===== src/rtl/calc_pkg.sv =====
// calc_core shared types: FSM states, operator/dtype codes, BCD helpers.
// Optional MOD support is controlled by CALC_MOD_EN (see calc_core).
package calc_pkg;

  typedef enum logic [1:0] {
    S_IDLE,
    S_LOAD,
    S_EXEC,
    S_DONE
  } state_t;

  localparam int OP_ADD = 0;
  localparam int OP_SUB = 1;
  localparam int OP_MUL = 2;
  localparam int OP_DIV = 3;
  localparam int OP_MOD = 4;

  localparam logic [3:0] DT_UNSIGNED = 4'h0;
  localparam logic [3:0] DT_SIGNED   = 4'h1;

  localparam logic [13:0] W_D3 = 14'd1000;
  localparam logic [13:0] W_D2 = 14'd100;
  localparam logic [13:0] W_D1 = 14'd10;

  typedef struct packed {
    logic [3:0]  dtype;
    logic [4:0]  op;
    logic [15:0] src1;
    logic [15:0] src2;
  } cmd_t;

  function automatic logic bcd_ok(logic [15:0] v);
    return (v[15:12] <= 4'd9) && (v[11:8] <= 4'd9)
        && (v[7:4] <= 4'd9) && (v[3:0] <= 4'd9);
  endfunction

  function automatic logic [13:0] bcd_to_bin(logic [15:0] v);
    return 14'(v[15:12]) * W_D3
         + 14'(v[11:8]) * W_D2
         + 14'(v[7:4]) * W_D1
         + 14'(v[3:0]);
  endfunction

endpackage


===== src/rtl/calc_if.sv =====
// Command/result bundle between decoder, calc_core and response encoder.
// master drives commands; slave is the execution core.
interface calc_if;
  logic [3:0]  dtype;
  logic [4:0]  operator;
  logic [15:0] src1;
  logic [15:0] src2;
  logic        parser_done;
  logic [31:0] result;
  logic        result_valid;
  logic        err;
  logic        busy;

  modport master (
    output dtype, operator, src1, src2, parser_done,
    input  result, result_valid, err, busy
  );

  modport slave (
    input  dtype, operator, src1, src2, parser_done,
    output result, result_valid, err, busy
  );
endinterface


===== src/rtl/calc_div16.sv =====
// Iterative restoring divider, one quotient bit per cycle.
// Remainder port exists only when CALC_MOD_EN is defined.
module calc_div16 #(
  parameter int ITER = 16
) (
  input  logic        clk,
  input  logic        n_rst,
  input  logic        start,
  input  logic [15:0] dividend,
  input  logic [15:0] divisor,
  output logic        done,
  output logic [15:0] quotient
`ifdef CALC_MOD_EN
  ,
  output logic [15:0] remainder
`endif
);

  localparam int CW = $clog2(ITER + 1);

  logic [CW-1:0] cnt;
  logic          run;
  logic [15:0]   quo;
  logic [15:0]   rem;
  logic [15:0]   dvs;
  logic [16:0]   shl;
  logic [16:0]   diff;

  // rem < dvs always, so diff[16] is a clean borrow flag
  always_comb begin
    shl  = {rem, quo[15]};
    diff = shl - {1'b0, dvs};
  end

  always_ff @(posedge clk or negedge n_rst) begin
    if (!n_rst) begin
      cnt  <= '0;
      run  <= 1'b0;
      done <= 1'b0;
      quo  <= '0;
      rem  <= '0;
      dvs  <= '0;
    end else if (start) begin
      cnt  <= '0;
      run  <= 1'b1;
      done <= 1'b0;
      quo  <= dividend;
      rem  <= '0;
      dvs  <= divisor;
    end else if (run) begin
      if (diff[16]) begin
        rem <= shl[15:0];
        quo <= {quo[14:0], 1'b0};
      end else begin
        rem <= diff[15:0];
        quo <= {quo[14:0], 1'b1};
      end
      cnt <= cnt + CW'(1);
      if (cnt == CW'(ITER - 1)) begin
        run  <= 1'b0;
        done <= 1'b1;
      end
    end
  end

  assign quotient = quo;
`ifdef CALC_MOD_EN
  assign remainder = rem;
`endif

endmodule


===== src/rtl/calc_core.sv =====
// Calculator execution stage: BCD operands, add/sub, shift-add mul, div/mod.
// Define CALC_MOD_EN to support MOD; otherwise operator 5'b10000 is illegal.
module calc_core
  import calc_pkg::*;
#(
  parameter int ITER = 16
) (
  input logic   clk,
  input logic   n_rst,
  calc_if.slave bus
);

  localparam int CW = $clog2(ITER + 1);

  state_t        state;
  cmd_t          cmd;
  logic [13:0]   a_q;
  logic [13:0]   b_q;
  logic [31:0]   mcand;
  logic [31:0]   acc;
  logic [15:0]   mplier;
  logic [CW-1:0] cnt;
  logic [31:0]   result_q;
  logic          valid_q;
  logic          err_q;
  logic          busy_q;

  logic [13:0] a_bin;
  logic [13:0] b_bin;
  logic        op_legal;
  logic        dt_legal;
  logic        is_div;
  logic        ld_err;
  logic        dv_start;
  logic        dv_done;
  logic [15:0] dv_quo;
`ifdef CALC_MOD_EN
  logic [15:0] dv_rem;
`endif

  always_comb begin
    a_bin    = bcd_to_bin(cmd.src1);
    b_bin    = bcd_to_bin(cmd.src2);
    dt_legal = (cmd.dtype == DT_UNSIGNED) || (cmd.dtype == DT_SIGNED);
`ifdef CALC_MOD_EN
    op_legal = $onehot(cmd.op);
    is_div   = cmd.op[OP_DIV] | cmd.op[OP_MOD];
`else
    op_legal = $onehot(cmd.op) && !cmd.op[OP_MOD];
    is_div   = cmd.op[OP_DIV];
`endif
    ld_err   = !bcd_ok(cmd.src1) || !bcd_ok(cmd.src2)
            || !op_legal || !dt_legal
            || (is_div && b_bin == '0);
    dv_start = (state == S_LOAD) && !ld_err && is_div;
  end

  calc_div16 #(.ITER(ITER)) u_div (
    .clk      (clk),
    .n_rst    (n_rst),
    .start    (dv_start),
    .dividend ({2'b00, a_bin}),
    .divisor  ({2'b00, b_bin}),
    .done     (dv_done),
    .quotient (dv_quo)
`ifdef CALC_MOD_EN
    ,
    .remainder(dv_rem)
`endif
  );

  always_ff @(posedge clk or negedge n_rst) begin
    if (!n_rst) begin
      state    <= S_IDLE;
      cmd      <= '0;
      a_q      <= '0;
      b_q      <= '0;
      mcand    <= '0;
      acc      <= '0;
      mplier   <= '0;
      cnt      <= '0;
      result_q <= '0;
      valid_q  <= 1'b0;
      err_q    <= 1'b0;
      busy_q   <= 1'b0;
    end else begin
      unique case (state)
        S_IDLE: begin
          if (bus.parser_done) begin
            cmd <= '{dtype: bus.dtype, op: bus.operator,
                     src1: bus.src1, src2: bus.src2};
            busy_q <= 1'b1;
            state  <= S_LOAD;
          end
        end
        S_LOAD: begin
          a_q    <= a_bin;
          b_q    <= b_bin;
          mcand  <= 32'(a_bin);
          mplier <= 16'(b_bin);
          acc    <= '0;
          cnt    <= '0;
          if (ld_err) begin
            result_q <= '0;
            err_q    <= 1'b1;
            valid_q  <= 1'b1;
            state    <= S_DONE;
          end else begin
            state <= S_EXEC;
          end
        end
        S_EXEC: begin
          unique case (1'b1)
            cmd.op[OP_ADD]: begin
              result_q <= 32'(a_q) + 32'(b_q);
              err_q    <= 1'b0;
              valid_q  <= 1'b1;
              state    <= S_DONE;
            end
            cmd.op[OP_SUB]: begin
              // unsigned results cannot go negative
              if (cmd.dtype == DT_UNSIGNED && a_q < b_q) begin
                result_q <= '0;
                err_q    <= 1'b1;
              end else begin
                result_q <= 32'(a_q) - 32'(b_q);
                err_q    <= 1'b0;
              end
              valid_q <= 1'b1;
              state   <= S_DONE;
            end
            cmd.op[OP_MUL]: begin
              if (cnt == CW'(ITER)) begin
                result_q <= acc;
                err_q    <= 1'b0;
                valid_q  <= 1'b1;
                state    <= S_DONE;
              end else begin
                if (mplier[0]) acc <= acc + mcand;
                mcand  <= mcand << 1;
                mplier <= mplier >> 1;
                cnt    <= cnt + CW'(1);
              end
            end
            cmd.op[OP_DIV]: begin
              if (dv_done) begin
                result_q <= 32'(dv_quo);
                err_q    <= 1'b0;
                valid_q  <= 1'b1;
                state    <= S_DONE;
              end
            end
`ifdef CALC_MOD_EN
            cmd.op[OP_MOD]: begin
              if (dv_done) begin
                result_q <= 32'(dv_rem);
                err_q    <= 1'b0;
                valid_q  <= 1'b1;
                state    <= S_DONE;
              end
            end
`endif
            default: begin
              result_q <= '0;
              err_q    <= 1'b1;
              valid_q  <= 1'b1;
              state    <= S_DONE;
            end
          endcase
        end
        S_DONE: begin
          valid_q <= 1'b0;
          busy_q  <= 1'b0;
          state   <= S_IDLE;
        end
        default: state <= S_IDLE;
      endcase
    end
  end

  assign bus.result       = result_q;
  assign bus.result_valid = valid_q;
  assign bus.err          = err_q;
  assign bus.busy         = busy_q;

endmodule

===== src/flat_wrapper.sv =====
// flat-port wrapper written by rule: the top's interface ports become plain ports
module calc_core_flat import calc_pkg::*;
#(
  parameter int ITER = 16
)
  (clk, n_rst, bus_dtype, bus_operator, bus_src1, bus_src2, bus_parser_done, bus_result, bus_result_valid, bus_err, bus_busy);
  calc_if bus_i ();
  input logic clk;
  input logic n_rst;
  input wire logic [$bits(bus_i.dtype)-1:0] bus_dtype;
  input wire logic [$bits(bus_i.operator)-1:0] bus_operator;
  input wire logic [$bits(bus_i.src1)-1:0] bus_src1;
  input wire logic [$bits(bus_i.src2)-1:0] bus_src2;
  input wire logic [$bits(bus_i.parser_done)-1:0] bus_parser_done;
  output wire logic [$bits(bus_i.result)-1:0] bus_result;
  output wire logic [$bits(bus_i.result_valid)-1:0] bus_result_valid;
  output wire logic [$bits(bus_i.err)-1:0] bus_err;
  output wire logic [$bits(bus_i.busy)-1:0] bus_busy;
  assign bus_i.dtype = bus_dtype;
  assign bus_i.operator = bus_operator;
  assign bus_i.src1 = bus_src1;
  assign bus_i.src2 = bus_src2;
  assign bus_i.parser_done = bus_parser_done;
  assign bus_result = bus_i.result;
  assign bus_result_valid = bus_i.result_valid;
  assign bus_err = bus_i.err;
  assign bus_busy = bus_i.busy;
  calc_core #(.ITER(ITER)) u_core (.clk(clk), .n_rst(n_rst), .bus(bus_i));
endmodule

===== config.mk =====
export PLATFORM = sky130hd
export DESIGN_NAME = calc_core_flat
export DESIGN_NICKNAME = d
export VERILOG_FILES = /design/src/rtl/calc_pkg.sv /design/src/rtl/calc_if.sv /design/src/rtl/calc_div16.sv /design/src/rtl/calc_core.sv /design/src/flat_wrapper.sv
export SDC_FILE = /design/constraint.sdc
export NUM_CORES = 1
export LEC_CHECK = 0
export BUFFER_PORTS_ARGS = -buffer_cell sky130_fd_sc_hd__buf_2
export CORE_MARGIN = 2
export CORE_UTILIZATION = 70
export CTS_BUF_LIST = sky130_fd_sc_hd__clkbuf_8
export DETAILED_ROUTE_END_ITERATION = 16
export PLACE_DENSITY = 0.89
export SLEW_MARGIN = 40
export SYNTH_ARGS = -nofsm -noshare
export SYNTH_HDL_FRONTEND = slang
export SYNTH_SLANG_ARGS = --single-unit

===== constraint.sdc =====
create_clock -name clk -period 8.7 [get_ports clk]
set_input_delay 1.305 -clock clk [delete_from_list [all_inputs] [get_ports clk]]
set_output_delay 1.305 -clock clk [all_outputs]
set_load 0.005 [all_outputs]

### After elaboration in Yosys (flattened, before gate mapping)

Index checks and enable logic that the tools add are counted.

| storage, ports and cells | value |
|---|---|
| flip-flop bits (word level) | 244 |
| input port bits | 44 |
| output and inout port bits | 35 |
| logic and storage cells | 155 |

| cells by class | value |
|---|---|
| add/sub/neg operators | 16 |
| $mul | 6 |
| magnitude comparators | 9 |
| equality and inequality tests | 14 |
| multiplexer cells | 51 |
| reductions and logical operators | 38 |

Operator list:

| operator | count |
|---|---|
| 32-bit two-way mux | 9 |
| 32-bit one-hot mux with 2 select lines | 3 |
| 32-bit one-hot mux with 4 select lines | 1 |
| 16-bit two-way mux | 7 |
| 32-bit adder | 1 |
| 4-bit <= comparator, second input constant | 8 |
| 16-bit one-hot mux with 2 select lines | 1 |
| 14-bit by 11-bit adder with 14-bit output | 2 |
| 14-bit by 4-bit adder with 14-bit output | 2 |
| 14-bit by 8-bit adder with 14-bit output | 2 |
| 4-bit by 7-bit multiplier with 11-bit output, second input constant | 2 |
| 5-bit two-way mux | 4 |
| 4-bit by 5-bit multiplier with 9-bit output, second input constant | 2 |
| 17-bit by 14-bit subtractor with 17-bit output | 1 |
| 14-bit by 14-bit adder with 15-bit output | 1 |
| 1-bit two-way mux | 15 |
| 14-bit by 14-bit subtractor with 15-bit output | 1 |
| 14-bit logical NOT | 1 |
| 14-bit < comparator | 1 |
| 4-bit by 3-bit multiplier with 7-bit output, second input constant | 2 |
| 4-bit AND reduction | 3 |
| 1-bit logical AND | 11 |
| 5-bit by 1-bit adder with 5-bit output, second input constant | 2 |
| 5-bit one-hot mux with 2 select lines | 1 |
| 26 further kinds | 51 |

### Longest topological paths before layout

| depth | value |
|---|---|
| depth in word-level cells | 14 |
| depth in mapped cells | 22 |
| gate-level depth less buffers | 21 |

### By module

Synthesis repeated with hierarchy kept, for this count alone.

| second synthesis, totals | value |
|---|---|
| cells, all modules | 1852 |
| area total of the unflattened synthesis | 17541.8 um^2 |

Modules (own cells, without submodules):

| module | times used | cells an instance | area each (um^2) | sequential area each (um^2) |
|---|---|---|---|---|
| calc_core | 1 | 1503 | 14268.7 | 4729.5 |
| calc_div16 | 1 | 349 | 3273.1 | 1376.3 |

### Least setup slack after synthesis

OpenSTA, ideal clock, no wires.

| timing | value |
|---|---|
| path type | register to register |
| start point | register u_core.cmd[14] (netlist bit) |
| end point | register u_core.result_q[11] (netlist: u_core.bus.result[11]) |
| setup time | 121 ps |
| data arrival time | 5192 ps |
| setup slack | 3387 ps |
| stages on the path, launching flop included | 20 |
| buffers on the path | 1 |
| clock period less this slack | 5313 ps |
| cell sequence | dfrtp_1 > fa_1 > inv_1 > fa_1 > inv_1 > ha_1 > a21o_1 > a21oi_1 > xnor2_1 > ha_1 > ha_1 > ha_1 > and4b_1 > o21a_1 > a211oi_1 > nand2_1 > o31ai_4 > o211ai_2 > buf_2 > a22o_1 |

| on the way | value |
|---|---|
| cells in the longest elaborated chain, start to end | 11 |
| elaborated cells between the ends (all ways) | 17 |
| classes of those cells | add/sub (3); mul (1); order compare (1); eq/ne (1); reduce/logical (11) |

Ends and longest elaborated chain:

| item | line | text |
|---|---|---|
| start: declaration | calc_core.sv:16 | `cmd_t cmd;` |
| start signal: assignment | calc_core.sv:90 | `cmd <= '{dtype: bus.dtype, op: bus.operator,` |
| branches (longest 8 deep; another with 14-bit by 11-bit adder with 14-bit output) | n/a |  |
| 1-bit logical OR * | calc_core.sv:54 | `\|\| (is_div && b_bin == '0);` |
| 2-bit by 1-bit != test with 1-bit output (no line) * | n/a |  |
| 4-bit AND reduction (no line) * | n/a |  |
| end signal: assignment | calc_core.sv:115 | `result_q <= 32'(a_q) + 32'(b_q);` |
| end signal: assignment | calc_core.sv:126 | `result_q <= 32'(a_q) - 32'(b_q);` |
| end signal: assignment | calc_core.sv:147 | `result_q <= 32'(dv_quo);` |
| end: declaration | calc_core.sv:23 | `logic [31:0] result_q;` |

Every way passes the cells marked *.
A chain may end at the register's enable or synchronous reset.

### Final worst setup path

| timing | value |
|---|---|
| start point | register u_core.cmd[13] (netlist bit) |
| end point | register u_core.err_q (netlist: u_core.bus.err) |

| on the way | value |
|---|---|
| cells in the longest elaborated chain, start to end | 11 |
| elaborated cells between the ends (all ways) | 17 |
| classes of those cells | add/sub (3); mul (1); order compare (1); eq/ne (1); reduce/logical (11) |

Ends and longest elaborated chain:

| item | line | text |
|---|---|---|
| branches (longest 8 deep; another with 14-bit by 11-bit adder with 14-bit output) | n/a |  |
| 1-bit logical OR * | calc_core.sv:54 |  |
| 2-bit by 1-bit != test with 1-bit output (no line) * | n/a |  |
| 4-bit AND reduction (no line) * | n/a |  |
| end signal: assignment | calc_core.sv:84 | `err_q <= 1'b0;` |
| end signal: assignment | calc_core.sv:105 | `err_q <= 1'b1;` |
| end signal: assignment | calc_core.sv:116 | `err_q <= 1'b0;` |
| end: declaration | calc_core.sv:25 | `logic err_q;` |

Marked as above.

==> impl_metrics.csv <==
group,metric,value,unit
timing,max_freq,156,MHz
setup_path,path_class,"register to register",
setup_path,reg2reg_to,"u_core.bus.err",
cts,clockBufferDepth,3,
synth,yosysSeqAreaShare,0.354,
die,initial_utilization,0.708,
die,die_h,160,um
setup_path,cp_slowest_stage_delay,660,ps
setup_path,path_buf_inv,3,
synth,synth_edf_count,0,
setup_path,end_kind,"register",
routing,ant_nets,0,
cts,post_cts_resized,0,
grt,grt.total_usage,0.346,
die,die_area,0.0257,sq mm
routing,vias_per_cell,6.36,
timing,grt_setup_unrepaired,"no",
timing,hold_viol,0,
grt,grt_pass1_vias,14200,
routing,routed_wl,44.1,mm
place,portBuffers,78,
place,routabilityCongestion,0.933,
timing,worst_pin_slew,867,ps
synth,syn_inst,1803,
cts,post_cts_buffers,0,
synth,synth-seq-cells,242,
setup_path,r2r-start,"u_core.cmd[13]",
grt,grt_max_degree,69,
timing,final-max-slew-violation-count,0,
timing,min_period,6420,ps
timing,slew-limit-headroom,0.418,
hold_path,hold_depth,2,
setup_path,critPathRequiredTime,9140,ps
synth,synth_top_flop_cell,"dfrtp_1",
setup_path,r2r_cells,20,
cts,clockRootBuffer,"clkbuf_8",
synth,synth_area,0.0171,sq mm
status,status,"completed",
hold_path,hold_path.class,"register to register",
synth,synth_warnings,0,
cts,clk_pin_slew,60,ps
layout,final_common_cell,"dfrtp_1",
synth,syn_area_per_cell,9.49,sq um
setup_path,crit_family,"adder cells",
routing,wire_per_inst,19.8,um
cts,cts_tree,"built",
setup_path,cp_slowest_cell,"fa_1",
synth,async_flop_share,1.00,
grt,antenna_found_initial,1,
synth,synth_nets,2084,
timing,setup_violations,0,
synth,synth_cell_types,74,
die,core_area,0.0242,sq mm
place,dp_hpwl,31.2,mm
die,ios,79,
run,cap_viol_max_count,0,
cts,cts-buffers-inserted,43,
layout,filler_cell_count,1496,
setup_path,crit_fanout,23,
setup_path,critPathLaunchType,"register",
hold_path,min_from,"u_core.mplier[3]",
cts,htreeDepth,2,
cts,clock_sink_count,242,
routing,firstDrtPassIters,7,
layout,layout.nets,2150,
timing,fin_worst_skew,26.7,ps
setup_path,cpMostUsedCell,"ha_1",
routing,vias,14200,
timing,finalSetupTns,0,ps
hold_path,min_to,"u_core.mplier[3]",
setup_path,critPathArrivalTime,6860,ps
die,die_x,160,um
cts,hold_buffers,0,
routing,initialDrtViolationCount,1382,
routing,drc,0,
layout,final_cell_mix,"242 x dfrtp_1, 196 x ha_1, 183 x nand2_1",
grt,overflow,0,
layout,drive_above_1_share,0.134,
cts,worst_skew_pair.late_latency,570,ps
grt,grt_pass1_wl,71.6,mm
layout,area_growth,10.3,%
setup_path,crit_chain,"fa_1, inv_1, fa_1, inv_1, ha_1, a21o_1, a21oi_1, xnor2_1, ha_1, ha_1, ha_1, nor2_1, o21ai_0, o21ai_0, a211oi_1, nand2_1, o31ai_4, o211ai_2, buf_4, mux2_2",
setup_path,regToRegSetupSlack,2280,ps
die,rows,57,
timing,fin_crit_sh,0.738,
-- worst max path at each step --
stage	startpoint	to	slack (ps)	depth (start not counted)
floorplan	u_core.cmd[14]	u_core.bus.result[11]	3390	19
global placement	u_core.cmd[14]	u_core.u_div.dvs[2]	2380	20
detailed placement	u_core.cmd[14]	u_core.bus.err	2440	21
CTS	u_core.cmd[14]	u_core.bus.err	2320	20
global route	u_core.cmd[14]	u_core.bus.err	2000	20
finish	u_core.cmd[13]	u_core.bus.err	2280	20
-- per-stage QoR --
| step | cell area (sq um) | setup slack (ps) | utilization | hold slack [ps] | std cells |
|---|---|---|---|---|---|
| 2_1_floorplan | 17100 | 3390 | - | 449 | 1803 |
| 3_3_place_gp | 17800 | 2380 | 0.735 | 463 | 2144 |
| 3_5_place_dp | 17800 | 2440 | 0.738 | 469 | 2148 |
| 4_1_cts | 18800 | 2320 | 0.779 | 488 | 2227 |
| 5_1_grt | 18900 | 2000 | 0.780 | 508 | 2227 |
| 6_report | 18900 | 2280 | 0.781 | 486 | 2228 |
-- cell families after synthesis --
kind of cell / share of synthesized area
multiplexers: 0.0720
buffers and inverters: 0.0520
XOR/XNOR: 0.0379
AND/OR/NAND/NOR: 0.106
adder cells (fa/ha/maj): 0.191
flip-flops: 0.354
AO/OA/AOI/OAI: 0.187
-- layout make-up --
cell class	instances	area [sq um]	area share
diodes	1	2.50	0.000133
clock buffers	61	840	0.0445
clock inverters	18	161	0.00855
inverters	161	604	0.0320
multi-input cells	1327	10200	0.543
flip-flops and latches	242	6060	0.321
well taps	324	405	0.0215
repair buffers	94	559	0.0296
-- per-layer routing --
layer	vias to the layer above	part of all wire	GRT usage
met5	-	0	0
met4	0	0.036	0.140
met3	144	0.089	0.0757
met2	687	0.46	0.555
met1	6848	0.41	0.463
li1	6485	-	-
-- registers in the layout, indices dropped and copies added, names as in the netlist --
name                     cells
u_core.bus.result_valid      1
u_core.a_q                  14
u_core.u_div.dvs            14
u_core.acc                  32
u_core.mplier               14
u_core.b_q                  14
u_core.u_div.run             1
u_core.cmd                  41
u_core.mcand                32
u_core.u_div.quotient       16
u_core.cnt                   5
u_core.state                 2
u_core.u_div.done            1
u_core.bus.busy              1
u_core.bus.err               1
u_core.u_div.rem            16
u_core.u_div.cnt             5
u_core.bus.result           32
-- cells in the mapped netlist, drive strengths merged (13+ instances only) --
| cell | count | area [sq um] |
|---|---|---|
| dfrtp | 242 | 6060 |
| nand3 | 22 | 115 |
| a21oi | 132 | 661 |
| nor2 | 97 | 367 |
| xor2 | 24 | 210 |
| o21a | 19 | 143 |
| inv | 159 | 597 |
| nor3 | 24 | 131 |
| nor2b | 18 | 113 |
| ha | 197 | 2460 |
| o21ai | 147 | 736 |
| nand2 | 184 | 691 |
| mux2i | 50 | 500 |
| clkbuf | 57 | 214 |
| buf | 16 | 71.3 |
| a21o | 42 | 315 |
| xnor2 | 50 | 438 |
| o21bai | 13 | 97.6 |
| fa | 40 | 801 |
| o2bb2ai | 28 | 245 |
| mux2 | 65 | 732 |
-- worst register-to-register path: cells and delay by family (launching register included) --
family          cells  cell delay, ps
compound gates      7            2010
xor+xnor            1             150
fa+ha+maj           6            2460
buf+inv             3             520
flops               1             470
mux                 1             300
simple gates        2             380
Power is not shown: default switching activity piles up to over one toggle a cycle in this logic, so the estimate is an artifact.
